[src/rtl/bus_xfer_ctrl_pkg.sv]
// Shared types for the bus transfer controller: FSM state encoding and the
// request record {src, dst}.
// Optional build macro used by the top: BUS_XFER_SRC_EQ_DST_CHECK_EN.
package bus_xfer_ctrl_pkg;

   // Controller states; the encoding is fixed so it reads the same in waves.
   typedef enum logic [1:0] {
      IDLE  = 2'd0,
      DRIVE = 2'd1,
      LATCH = 2'd2
   } xfer_state_e;

   // Widest select the request record can carry. WIDTH of the top must stay
   // strictly below this so the record always has spare upper bits.
   localparam int unsigned SEL_W_MAX = 16;

   // One transfer request: drive port src onto the bus, load port dst from it.
   typedef struct packed {
      logic [SEL_W_MAX-1:0] src;
      logic [SEL_W_MAX-1:0] dst;
   } xfer_req_t;

   // True while the FSM is in the middle of a transfer.
   function automatic logic state_active(input xfer_state_e s);
      return (s != IDLE);
   endfunction

endpackage

[src/rtl/bus_xfer_ctrl_xfer_fifo.sv]
// Request queue for the bus transfer controller.
// DEPTH entries (power of two, >= 2) of DW bits each. The head entry is
// visible on rd_data whenever the queue is non-empty, so the controller can
// pop and capture the head on the same clock edge. Pointers wrap naturally
// because DEPTH is a power of two.
module xfer_fifo
   import bus_xfer_ctrl_pkg::*;
#(
   parameter int unsigned DEPTH = 4,
   parameter int unsigned DW    = 6
) (
   input  logic          clk,
   input  logic          reset,
   input  logic          push,
   input  logic [DW-1:0] wr_data,
   input  logic          pop,
   output logic [DW-1:0] rd_data,
   output logic          empty,
   output logic          full
);

   localparam int unsigned AW       = $clog2(DEPTH);
   localparam logic [AW:0] FULL_CNT = (AW+1)'(DEPTH);

   logic [DW-1:0] mem_q [DEPTH];
   logic [AW-1:0] wr_ptr_q, wr_ptr_d;
   logic [AW-1:0] rd_ptr_q, rd_ptr_d;
   logic [AW:0]   count_q, count_d;
   logic          do_push;
   logic          do_pop;

   // Guard against overflow/underflow even if a caller misbehaves.
   assign do_push = push && !full;
   assign do_pop  = pop && !empty;

   assign empty   = (count_q == '0);
   assign full    = (count_q == FULL_CNT);
   assign rd_data = mem_q[rd_ptr_q];

   // Next-state pointers and occupancy; push+pop together keeps the count.
   always_comb begin
      wr_ptr_d = wr_ptr_q;
      rd_ptr_d = rd_ptr_q;
      count_d  = count_q;
      if (do_push) begin
         wr_ptr_d = wr_ptr_q + 1'b1;
      end
      if (do_pop) begin
         rd_ptr_d = rd_ptr_q + 1'b1;
      end
      case ({do_push, do_pop})
         2'b10:   count_d = count_q + 1'b1;
         2'b01:   count_d = count_q - 1'b1;
         default: count_d = count_q;
      endcase
   end

   // Pointer and occupancy registers; reset empties the queue.
   always_ff @(posedge clk) begin
      if (reset) begin
         wr_ptr_q <= '0;
         rd_ptr_q <= '0;
         count_q  <= '0;
      end else begin
         wr_ptr_q <= wr_ptr_d;
         rd_ptr_q <= rd_ptr_d;
         count_q  <= count_d;
      end
   end

   // Entry storage; contents need no reset since occupancy gates every read.
   always_ff @(posedge clk) begin
      if (do_push) begin
         mem_q[wr_ptr_q] <= wr_data;
      end
   end

endmodule

[src/rtl/bus_xfer_ctrl.sv]
// Bus transfer controller: queues {src, dst} requests and sequences each one
// as a DRIVE cycle (source enabled onto the bus, bus settles) followed by a
// LATCH cycle (destination strobed, done pulsed).
// Build option BUS_XFER_SRC_EQ_DST_CHECK_EN: when defined, a request whose
// source equals its destination is accepted but dropped, and the err output
// pulses for one cycle instead; when undefined it runs as a normal transfer
// and err does not exist.
module bus_xfer_ctrl
   import bus_xfer_ctrl_pkg::*;
#(
   parameter int unsigned WIDTH = 3,
   parameter int unsigned DEPTH = 4
) (
   input  logic             clk,
   input  logic             reset,
   input  logic             req_valid,
   output logic             req_ready,
   input  logic [WIDTH-1:0] req_src,
   input  logic [WIDTH-1:0] req_dst,
   output logic [WIDTH-1:0] oe_sel,
   output logic             oe_en,
   output logic [WIDTH-1:0] ld_sel,
   output logic             ld_en,
   output logic             busy,
   output logic             done
`ifdef BUS_XFER_SRC_EQ_DST_CHECK_EN
   ,
   output logic             err
`endif
);

   localparam int unsigned EW = 2 * WIDTH;

   logic             fifo_push;
   logic             fifo_pop;
   logic             fifo_empty;
   logic             fifo_full;
   logic [EW-1:0]    fifo_wr;
   logic [EW-1:0]    fifo_rd;
   logic             accept;

   xfer_req_t        head_req;
   logic [WIDTH-1:0] head_src;
   logic [WIDTH-1:0] head_dst;
   logic             unused_head_hi;

   xfer_state_e      state_q;
   logic             oe_en_q;
   logic             ld_en_q;
   logic             done_q;
   logic [WIDTH-1:0] oe_sel_q;
   logic [WIDTH-1:0] ld_sel_q;
   logic [WIDTH-1:0] cur_dst_q;

   // Handshake: no pass-through when full, even if the FSM pops this cycle,
   // and nothing is accepted while reset is held.
   assign req_ready = !fifo_full && !reset;
   assign accept    = req_valid && req_ready;
   assign fifo_wr   = {req_src, req_dst};

`ifdef BUS_XFER_SRC_EQ_DST_CHECK_EN
   logic same_sel;
   logic err_q;

   assign same_sel  = (req_src == req_dst);
   assign fifo_push = accept && !same_sel;
   assign err       = err_q;

   // One-cycle error pulse for an accepted request that targets itself.
   always_ff @(posedge clk) begin
      if (reset) begin
         err_q <= 1'b0;
      end else begin
         err_q <= accept && same_sel;
      end
   end
`else
   assign fifo_push = accept;
`endif

   // The head is consumed on entry to DRIVE, either from IDLE or straight
   // out of LATCH for back-to-back transfers.
   assign fifo_pop = !fifo_empty && ((state_q == IDLE) || (state_q == LATCH));

   xfer_fifo #(
      .DEPTH (DEPTH),
      .DW    (EW)
   ) u_fifo (
      .clk     (clk),
      .reset   (reset),
      .push    (fifo_push),
      .wr_data (fifo_wr),
      .pop     (fifo_pop),
      .rd_data (fifo_rd),
      .empty   (fifo_empty),
      .full    (fifo_full)
   );

   // Unpack the queue head into the shared request record.
   always_comb begin
      head_req     = '0;
      head_req.src = SEL_W_MAX'(fifo_rd[EW-1 -: WIDTH]);
      head_req.dst = SEL_W_MAX'(fifo_rd[WIDTH-1:0]);
   end

   assign head_src = head_req.src[WIDTH-1:0];
   assign head_dst = head_req.dst[WIDTH-1:0];

   // The record is wider than any configured select; its top bits are zero.
   assign unused_head_hi = ^{head_req.src[SEL_W_MAX-1:WIDTH],
                             head_req.dst[SEL_W_MAX-1:WIDTH]};

   // Transfer sequencer. All bus controls are registered so oe_en/ld_en are
   // glitch-free, and ld_en is only ever raised while oe_en is already high.
   always_ff @(posedge clk) begin
      if (reset) begin
         state_q   <= IDLE;
         oe_en_q   <= 1'b0;
         ld_en_q   <= 1'b0;
         done_q    <= 1'b0;
         oe_sel_q  <= '0;
         ld_sel_q  <= '0;
         cur_dst_q <= '0;
      end else begin
         unique case (state_q)
            IDLE: begin
               ld_en_q  <= 1'b0;
               done_q   <= 1'b0;
               ld_sel_q <= '0;
               if (!fifo_empty) begin
                  state_q   <= DRIVE;
                  oe_en_q   <= 1'b1;
                  oe_sel_q  <= head_src;
                  cur_dst_q <= head_dst;
               end else begin
                  oe_en_q  <= 1'b0;
                  oe_sel_q <= '0;
               end
            end
            DRIVE: begin
               // Bus has had one cycle to settle; strobe the destination.
               state_q  <= LATCH;
               oe_en_q  <= 1'b1;
               ld_en_q  <= 1'b1;
               ld_sel_q <= cur_dst_q;
               done_q   <= 1'b1;
            end
            LATCH: begin
               ld_en_q  <= 1'b0;
               ld_sel_q <= '0;
               done_q   <= 1'b0;
               if (!fifo_empty) begin
                  state_q   <= DRIVE;
                  oe_en_q   <= 1'b1;
                  oe_sel_q  <= head_src;
                  cur_dst_q <= head_dst;
               end else begin
                  state_q  <= IDLE;
                  oe_en_q  <= 1'b0;
                  oe_sel_q <= '0;
               end
            end
            default: begin
               state_q  <= IDLE;
               oe_en_q  <= 1'b0;
               ld_en_q  <= 1'b0;
               done_q   <= 1'b0;
               oe_sel_q <= '0;
               ld_sel_q <= '0;
            end
         endcase
      end
   end

   assign oe_en  = oe_en_q;
   assign ld_en  = ld_en_q;
   assign done   = done_q;
   assign oe_sel = oe_sel_q;
   assign ld_sel = ld_sel_q;
   assign busy   = state_active(state_q) || !fifo_empty;

endmodule
[config.mk]
export PLATFORM = sky130hd
export DESIGN_NAME = bus_xfer_ctrl
export DESIGN_NICKNAME = d
export VERILOG_FILES = /design/src/rtl/bus_xfer_ctrl_pkg.sv /design/src/rtl/bus_xfer_ctrl_xfer_fifo.sv /design/src/rtl/bus_xfer_ctrl.sv
export SDC_FILE = /design/constraint.sdc
export NUM_CORES = 1
export LEC_CHECK = 0
export ABC_AREA = 1
export CORE_ASPECT_RATIO = 1.5
export CORE_MARGIN = 5
export CORE_UTILIZATION = 25
export CTS_CLUSTER_SIZE = 12
export DETAILED_ROUTE_END_ITERATION = 12
export PLACE_DENSITY = 0.4
export SLEW_MARGIN = 20
export SYNTH_ARGS = -nofsm -noshare
export SYNTH_HDL_FRONTEND = slang
export SYNTH_HIERARCHICAL = 1
export SYNTH_SLANG_ARGS = --single-unit
[constraint.sdc]
create_clock -name clk -period 1.87 [get_ports clk]
set_input_delay 0.561 -clock clk [delete_from_list [all_inputs] [get_ports clk]]
set_output_delay 0.561 -clock clk [all_outputs]
set_load 0.03 [all_outputs]
==> results of run 1 <==
==> Yosys cell counts <==
cell type / number
buf_2: 2
dfxtp_1: 22
nand2_1: 23
nand2_2: 3
ha_1: 5
nand3_1: 11
buf_4: 1
nor2_4: 2
buf_6: 1
edfxtp_1: 24
o21ai_0: 14
fa_1: 1
inv_2: 2
nor2_2: 2
nor2_1: 31
nor3b_1: 1
o22ai_1: 6
nand2_4: 2
a21oi_1: 5
clkbuf_8: 1
inv_1: 29
==> metrics by stage <==
| stage | util [%] | hold WS [ns] |
|---|---|---|
| floorplan | - | 0.409 |
| global placement | 30.9 | 0.419 |
| detailed placement | 30.9 | 0.418 |
| CTS | 32.2 | 0.433 |
| global route | 33.2 | 0.456 |
| finish | 33.2 | 0.430 |
==> power groups by stage <==
stage,sequential (W),combinational [W],clock (W)
after floorplan,0.00143,0.000784,0
after global placement,0.00137,0.00123,0
after detailed placement,0.00137,0.00124,0
after CTS,0.00135,0.00124,0.000633
after global routing,0.00137,0.00151,0.000685
final,0.00135,0.00131,0.000605
==> timing repair <==
action / CTS / global route
gates resized for setup: 8 / 16
gates cloned: 0 / 0
endpoints found under the setup margin: 6 / 8
buffers inserted: 1 / 3
pin swaps: 2 / 9
==> worst max-delay path, delay by kind of cell <==
kind / cells / cell delay (ns)
buffers and inverters: 3 / 0.57
and+or+nand+nor: 1 / 0.08
==> layer usage <==
layer  wire length (um)  track usage, %  up-vias
met5                  0               0        -
met2               1890            15.0       21
met4                 40            3.72        0
met1               1590            9.91      602
li1                   -               -      673
met3                151            2.39        2
==> flip-flops by register name, summed over array words and instances, names as in the netlist, named ones only <==
signal	count
done	1
u_fifo/count_q	3
oe_en	1
u_fifo/mem_q	24
cur_dst_q	3
ld_sel	3
u_fifo/wr_ptr_q	2
state_q	2
u_fifo/rd_ptr_q	2
oe_sel	3
==> cell usage in the layout (no fill, tap or decap), drive strengths merged <==
cell / netlist / layout
a21oi: 5 / 5
buf: 4 / 18
clkbuf: 1 / 6
clkdlybuf4s50: 0 / 6
clkinv: 0 / 1
dfxtp: 22 / 22
dlygate4sd2: 0 / 4
dlymetal6s2s: 0 / 7
edfxtp: 24 / 24
fa: 1 / 1
ha: 5 / 5
inv: 31 / 32
nand2: 28 / 28
nand3: 11 / 11
nor2: 35 / 35
nor3b: 1 / 1
o21ai: 14 / 14
o22ai: 6 / 6
==> worst max-delay path by stage <==
stage,from,end,depth (start not counted)
floorplan,u_fifo/count_q[0],u_fifo/count_q[2],16
global placement,req_valid,u_fifo/count_q[1],7
detailed placement,req_valid,u_fifo/count_q[1],7
CTS,req_valid,u_fifo/count_q[1],7
global route,u_fifo/count_q[0],u_fifo/count_q[2],14
finish,reset,req_ready,4
==> final cells by class <==
| cell class | instances | area share, % |
|---|---|---|
| clock inverters | 2 | 0.518 |
| flip-flops and latches | 46 | 48.3 |
| repair buffers | 35 | 13.3 |
| clock buffers | 6 | 3.00 |
| inverters | 31 | 4.92 |
| multi-input cells | 106 | 24.8 |
| well taps | 100 | 5.18 |
==> kinds of logic (layout without fill, tap and decap cells) <==
| kind of cell | count (synthesis) | count (layout) | share of synthesized area [%] |
|---|---|---|---|
| DFF | 46 | 46 | 61.9 |
| buffers and inverters | 36 | 74 | 8.47 |
| adders and majority gates | 6 | 6 | 4.40 |
| AOI/OAI and AO/OA | 25 | 25 | 7.07 |
| and+or+nand+nor | 75 | 75 | 18.2 |
==> out/results.txt, run 1 <==
Status: finished clean
DR WL/cell: 11.3 um
Area leader, netlist: edfxtp_1
Die span in y: 116 um
Worst slew pin tran: 0.346 ns
Hold path depth: 2
Die area: 0.00938 mm^2
DR vias: 1,298
Clk_skew: 0.0112 ns
Initial Util: 25.8%
Pwr per Cell Area: 1350 mW/mm^2
Reg2Reg Depth: 13
Fill cells: 773
Synth Instances: 188
First-pass GRT wire length: 5990 um
Detailed Route WL: 3670 um
Post-CTS Hold Fix Bufs: 0
Gpl congestion: 0.679
Fmax achieved: 560 MHz
Synth Area per Inst: 9.98 um^2
Comb pwr share: 40.2%
Critical Path AT: 1.22 ns
Internal: 0.00202 W
VDD IR-drop max: 0.483 mV
Gr ovfl total: 0
Crit-path max cell delay: 0.27 ns
P_leak: 1.10 nW
CTS tree: yes
IO Pins: 20
# setup viols final: 0
Layout Cells excl Fill: 326
Clock transition at the registers of the reported paths: 0.09 ns
DR DRC count: 0
Clock network power share: 18.5%
Yosys reg bits: 46
Critical path endpoint category: output pin
HPWL Detailed: 2600 um
R2r setup slk: 0.10 ns
Crit path kind: input port to output pin
Slew Viols, Final: 0
Hold Crit Class: flop to flop
RSZ-0062 raised after global routing: yes
Placed Area: 0.00225 mm^2
Area share of the largest cell type after synthesis: 38.4%
Psw: 0.00125 W
Diodes inserted: 0
Synth warn: 6
Area of the multi-input gates: 599 um^2
Slowest cell on the critical path: dlygate4sd2_1
Share of the yosys chip area belonging to registers: 61.9%
Number of I/O port buffers: 19
Synth top area cells: edfxtp_1, dfxtp_1, nor2_1
Overall Global Routing Usage: 8.65%
Worst reg2reg endpoint: u_fifo/count_q[2]
Area Overhead vs Synth: 28.8%
Switching Fraction: 38.1%
Number of CTS-inserted buffers: 5
Root Buffer: clkbuf_8
First drt pass iteration count: 4
Die Width: 80.7 um
Sequential share of power: 41.2%
Crit-path cells: dlygate4sd2_1 -> buf_6 -> nor2_1 -> buf_4
Largest net degree at the start of global routing: 15
H-Tree Depth: 2
Final setup margin: 0.0858 ns
Routed Antenna Nets: 0
Vias in the first global route: 1,247
Final period util: 95.4%
Via density per instance: 3.98
FF+latch area: 0.00117 mm^2
Clk Latency, worst-skew pair: 0.30 ns
Max_slew headroom: 76.9%
Min-delay src: cur_dst_q[0]
DR iter-0 viols: 30
Core Rows: 38
FF-to-FF Start: u_fifo/count_q[0]
Setup TNS: 0 ns
Antenna violations before repair: 0
# clock sinks: 46
Placed cell count: 314
Share of cells above drive strength 1: 20.8%
Worst setup SP type: input port
NumNets Final: 240
Max_cap viols: 0
WHS Endpoint: ld_sel[0]
CP max FO: 6
Mapped Area: 0.00188 mm^2
Required time of the critical path: 1.31 ns
Place WS: -0.425 ns
Syn_nets: 203
Tmin final: 1.78 ns
Fin. Hold Viols: 0
Core Footprint: 0.00727 mm^2
Unique masters post-synth: 21
Fin area: 0.00242 mm^2
Total chip power: 0.00327 W
Longest Clk Path Bufs: 2
(Power assumes the default switching activity.)
==> inputs of run 2 (changes only) <==
--- a/config.mk
+++ b/config.mk
@@ -9,8 +9,10 @@
 export CORE_ASPECT_RATIO = 1.5
 export CORE_MARGIN = 5
 export CORE_UTILIZATION = 25
+export CTS_CLUSTER_DIAMETER = 40
 export CTS_CLUSTER_SIZE = 12
 export DETAILED_ROUTE_END_ITERATION = 12
+export MAX_ROUTING_LAYER = met4
 export PLACE_DENSITY = 0.4
 export SLEW_MARGIN = 20
 export SYNTH_ARGS = -nofsm -noshare
==> constraint.sdc (replaced) <==
create_clock -name clk -period 1.6 [get_ports clk]
set_input_delay 0.48 -clock clk [delete_from_list [all_inputs] [get_ports clk]]
set_output_delay 0.48 -clock clk [all_outputs]
set_load 0.03 [all_outputs]
==> out/results.txt, run 2 (synthesized netlist as in run 1, its figures left out) <==
P_leak: 1.07 nW (-2.6%)
Fin util: 34.9% (+1.7 points)
Fin area: 0.00254 mm^2 (+5.1%)
First drt pass iteration count: 4 (unchanged)
Longest Clk Path Bufs: 2 (unchanged)
H-Tree Depth: 2 (unchanged)
Initial Util: 25.8% (unchanged)
NumNets Final: 249 (+3.8%)
# clock sinks: 46 (unchanged)
Worst slew pin tran: 0.359 ns (+0.0125 ns)
Antenna violations before repair: 0 (unchanged)
Clock transition at the registers of the reported paths: 0.09 ns (about the same)
CP max FO: 2 (-4)
Hold Crit Class: flop to flop
Share of cells above drive strength 1: 28.1% (+7.3 points)
# setup viols final: 27 (+27)
Most frequent cells in the layout: nor2_1, inv_1, edfxtp_1
Max reg flops: 24 (unchanged)
Comb pwr share: 44.2% (+4.0 points)
Core Footprint: 0.00727 mm^2 (unchanged)
Number of I/O port buffers: 19 (unchanged)
Gr ovfl total: 0 (unchanged)
Root Buffer: clkbuf_8
Number of CTS-inserted buffers: 5 (unchanged)
Critical path endpoint category: output pin
Area Overhead vs Synth: 35.4%
CTS tree: yes
Die Width: 80.7 um (unchanged)
Detailed Route WL: 3620 um (-1.5%)
Most flop-heavy register: u_fifo/mem_q
Max_cap viols: 0 (unchanged)
DR WL/cell: 10.8 um (-4.1%)
Tmin final: 1.73 ns
Die span in y: 116 um (unchanged)
Failing checks: negative setup slack
Clk_skew: 0.0124 ns (+0.00126 ns)
Fin. Hold Viols: 0 (unchanged)
Total chip power: 0.00406 W (+24%)
Slew Viols, Final: 0 (unchanged)
Status: finished with violations
Crit path kind: flop to output pin
Worst setup SP type: flop
Hold Worst Slack: 0.425 ns (-0.00450 ns)
IO Pins: 20 (unchanged)
Placed Area: 0.00230 mm^2 (+2.6%)
HPWL Detailed: 2610 um (+0.52%)
Via density per instance: 3.94 (-1.0%)
Critical Path AT: 1.25 ns (+0.03 ns)
RSZ-0062 raised after global routing: yes
Vias in the first global route: 1,269 (+1.8%)
Fmax achieved: 578 MHz
Overall Global Routing Usage: 8.79% (+0.14 points)
Final period util: 108%
First-pass GRT wire length: 5970 um (-0.35%)
Core Rows: 38 (unchanged)
Routed Antenna Nets: 0 (unchanged)
DR iter-0 viols: 30 (unchanged)
Clk Latency, worst-skew pair: 0.30 ns (about the same)
DR vias: 1,320 (+1.7%)
Place WS: -0.544 ns (-0.119 ns)
Required time of the critical path: 1.12 ns (-0.19 ns)
Final setup margin: -0.129 ns (-0.214 ns)
DR DRC count: 0 (unchanged)
Gpl congestion: 0.683 (+0.66%)
Sequential share of power: 38.4% (-2.8 points)
Commonest non-fill, non-tap cell in the layout: nor2_1
Pwr per Cell Area: 1600 mW/mm^2 (+18%)
VDD IR-drop max: 0.529 mV (+9.4%)
Largest net degree at the start of global routing: 16 (+1)
Internal: 0.00254 W (+26%)
Max_slew headroom: 76.1% (-0.83 points)
Die area: 0.00938 mm^2 (unchanged)
Clock network power share: 17.3% (-1.2 points)
Post-CTS Hold Fix Bufs: 0 (unchanged)
Psw: 0.00152 W (+22%)
Diodes inserted: 0 (unchanged)
Switching Fraction: 37.5% (-0.68 points)
-- run 2: path summary, 6_finish.rpt --
kind / endpoint / slack [ns] / startpoint / depth (start not counted)
max: busy / -0.13 / u_fifo/count_q[0] / 6
min: ld_sel[2] / 0.43 / cur_dst_q[2] / 2
max reg2reg: u_fifo/count_q[1] / -0.12 / u_fifo/count_q[2] / 9
min reg2reg: ld_sel[2] / 0.43 / cur_dst_q[2] / 2
-- run 2: power by group through the flow --
stage                     Sequential, W  Clock, W  Combinational [W]
final                           0.00156  0.000703            0.00180
after detailed placement        0.00159         0            0.00159
after global routing            0.00158  0.000798            0.00202
after floorplan                 0.00168         0           0.000945
after CTS                       0.00156  0.000740            0.00170
after global placement          0.00160         0            0.00158
-- run 2: final cells by class --
cell class,instances,area (um^2)
clock buffer,5,68.8
fill,761,4730
inverter,31,123
tap,100,125
sequential,46,1160
timing repair buffer,44,404
clock inverter,3,18.8
multi-input combinational,106,637
-- run 2: what timing repair did --
item	in CTS	in global routing
buffers inserted	4	3
cloned	0	0
gates resized for setup	23	22
pin swaps	9	5
setup endpoints to repair	38	30
-- run 2: worst max-delay path: stages, from the launching register on --
cell and delay (ns):
dfxtp_2 0.34, nor2_4 0.15, nand2_2 0.09, inv_2 0.09, buf_6 0.10, nand2_4 0.04, buf_6 0.14
-- run 2: through the flow --
stage                     cells  TNS, ns
final                       335   -0.796
after global routing        335    -2.85
after CTS                   332   -0.345
after detailed placement    320   -11.84
after global placement      320   -11.55
after floorplan             188   -0.397
-- run 2: per-layer routing --
layer | vias to the layer above | global-route usage (%) | part of all wire (%)
li1 | 695 | - | -
met1 | 596 | 9.95 | 41
met2 | 21 | 14.3 | 52
met3 | 8 | 2.01 | 4.4
met4 | 0 | 4.74 | 2.4
met5 | - | - | 0
==> inputs of run 3 (changes only) <==
--- a/config.mk
+++ b/config.mk
@@ -8,12 +8,12 @@
 export ABC_AREA = 1
 export CORE_ASPECT_RATIO = 1.5
 export CORE_MARGIN = 5
-export CORE_UTILIZATION = 25
+export CORE_UTILIZATION = 40
 export CTS_CLUSTER_DIAMETER = 40
 export CTS_CLUSTER_SIZE = 12
 export DETAILED_ROUTE_END_ITERATION = 12
 export MAX_ROUTING_LAYER = met4
-export PLACE_DENSITY = 0.4
+export PLACE_DENSITY = 0.59
 export SLEW_MARGIN = 20
 export SYNTH_ARGS = -nofsm -noshare
 export SYNTH_HDL_FRONTEND = slang
==> out/results.txt, run 3 (synthesized netlist as in run 1, its figures left out) <==
Min-delay src: cur_dst_q[2]
VDD IR-drop max: 0.708 mV (+34%)
CTS tree: yes
Vias in the first global route: 1,270 (+0.079%)
Largest net degree at the start of global routing: 15 (-1)
# setup viols final: 4 (-85%)
Slew Viols, Final: 0 (unchanged)
DR vias: 1,310 (-0.76%)
Hold Worst Slack: 0.428 ns (+0.00298 ns)
Fill cells: 422 (-45%)
Psw: 0.00146 W (-3.9%)
Worst slew pin tran: 0.344 ns (-0.0147 ns)
Worst setup SP type: flop
Status: finished with violations
Die span in y: 93.9 um (-19%)
Layout Cells excl Fill: 299 (-11%)
FF+latch area: 0.00116 mm^2 (unchanged)
Most flop-heavy register: u_fifo/mem_q
Initial Util: 41.3% (+16 points)
Area of the multi-input gates: 609 um^2 (-4.3%)
Clk_skew: 0.00548 ns (-0.00696 ns)
Fmax achieved: 594 MHz (+2.6%)
Routed Antenna Nets: 0 (unchanged)
Post-CTS Hold Fix Bufs: 0 (unchanged)
CP max FO: 2 (unchanged)
DR WL/cell: 10.9 um (+0.83%)
Clock network power share: 22.9% (+5.6 points)
Clock transition at the registers of the reported paths: 0.08 ns (about the same)
DR iter-0 viols: 45 (+50%)
Via density per instance: 4.38 (+11%)
Tmin final: 1.68 ns (-0.0446 ns)
HPWL Detailed: 2320 um (-11%)
Number of I/O port buffers: 19 (unchanged)
Number of CTS-inserted buffers: 5 (unchanged)
IO Pins: 20 (unchanged)
Max reg flops: 24 (unchanged)
First drt pass iteration count: 4 (unchanged)
Switching Fraction: 34.0% (-3.4 points)
Core Rows: 30 (-21%)
Area Overhead vs Synth: 32.5%
Share of cells above drive strength 1: 26.0% (-2.1 points)
Antenna violations before repair: 0 (unchanged)
Fin. Hold Viols: 0 (unchanged)
Hold Crit Class: flop to flop
RSZ-0062 raised after global routing: yes
# clock sinks: 46 (unchanged)
Gr ovfl total: 0 (unchanged)
NumNets Final: 249 (unchanged)
Die area: 0.00619 mm^2 (-34%)
Detailed Route WL: 3260 um (-10%)
Placed cell count: 286 (-11%)
Commonest non-fill, non-tap cell in the layout: nor2_1
Core Footprint: 0.00454 mm^2 (-38%)
Sequential share of power: 36.4% (-2.0 points)
P_leak: 1.08 nW (+1.3%)
Longest Clk Path Bufs: 2 (unchanged)
Clk Latency, worst-skew pair: 0.29 ns (about the same)
Max_slew headroom: 77.0% (+0.98 points)
Final setup margin: -0.0841 ns (+0.0446 ns)
Max_cap viols: 0 (unchanged)
Die Width: 65.9 um (-18%)
H-Tree Depth: 2 (unchanged)
Critical Path AT: 1.20 ns (-0.05 ns)
Required time of the critical path: 1.12 ns (about the same)
Final period util: 105% (-2.8 points)
Pwr per Cell Area: 1730 mW/mm^2 (+8.1%)
Diodes inserted: 0 (unchanged)
Gpl congestion: 0.750 (+9.7%)
FF-to-FF Start: u_fifo/count_q[0]
Crit path kind: flop to output pin
Overall Global Routing Usage: 12.4% (+3.6 points)
DR DRC count: 0 (unchanged)
Failing checks: negative setup slack
Crit path launch: u_fifo/count_q[0]
First-pass GRT wire length: 5580 um (-6.5%)
Comb pwr share: 40.7% (-3.5 points)
Root Buffer: clkbuf_8
Critical path endpoint category: output pin
Most frequent cells in the layout: nor2_1, inv_1, edfxtp_1
Internal: 0.00283 W (+12%)
-- run 3: cell count changes in the layout (fill, tap and decap cells not counted), moves of 2 or more --
cell / before / now
buf_4: 15 / 21
buf_6: 11 / 6
nor2_4: 7 / 3
nor2_1: 26 / 29
bufinv_16: 0 / 2
clkinv_2: 2 / 0
-- run 3: worst max-delay path, cell delays in order, from the launching register on --
cell and delay (ns):
dfxtp_2 0.34, nor2_4 0.14, nand2_2 0.07, inv_2 0.09
buf_6 0.10, nand2_4 0.04, buf_6 0.14
-- run 3: final timing paths --
path	slack (ns)	end	depth (start not counted)
hold reg to reg	0.43	ld_sel[2]	2
hold / removal	0.43	ld_sel[2]	2
setup reg to reg	-0.07	u_fifo/count_q[1]	9
setup / recovery	-0.08	busy	6
-- run 3: timing repair --
action | in CTS | in global routing
setup endpoints to repair | 38 | 10
setup buffers | 5 | 0
pin swaps | 9 | 2
cloned | 0 | 0
resized for setup | 22 | 6
-- run 3: per-layer routing --
layer  vias to the layer above  wire length, um  global-route usage, %
met4                         0               31                   5.08
met2                        20             1810                   21.7
met3                         2              103                   4.31
met5                         -                0                      -
li1                        693                -                      -
met1                       595             1310                   12.4
-- run 3: per-stage QoR --
stage	setup TNS, ns	utilization [%]	worst slack (ns)	power, W	area (um^2)
floorplan	-0.397	-	-0.228	0.00262	1900
global placement	-12.21	50.1	-0.536	0.00316	2270
detailed placement	-12.48	50.1	-0.565	0.00319	2270
CTS	-0.296	54.4	-0.0959	0.00430	2470
global route	-0.814	54.8	-0.197	0.00461	2490
finish	-0.253	54.8	-0.0841	0.00429	2490
-- run 3: final cells by class --
cell class                      count  area share (%)
Clock buffer                        5            2.77
Clock inverter                      3            2.57
Inverter                           31            4.78
Multi-Input combinational cell    106            24.5
Sequential cell                    46            46.8
Tap cell                           64            3.22
Timing Repair Buffer               44            15.3
-- run 3: power by group through the flow --
stage	clock (W)	combinational, W	sequential [W]
3_3_place_gp	0	0.00157	0.00159
5_1_grt	0.00107	0.00195	0.00159
4_1_cts	0.00102	0.00171	0.00157
6_report	0.000982	0.00175	0.00156
2_1_floorplan	0	0.000945	0.00168
3_5_place_dp	0	0.00159	0.00159
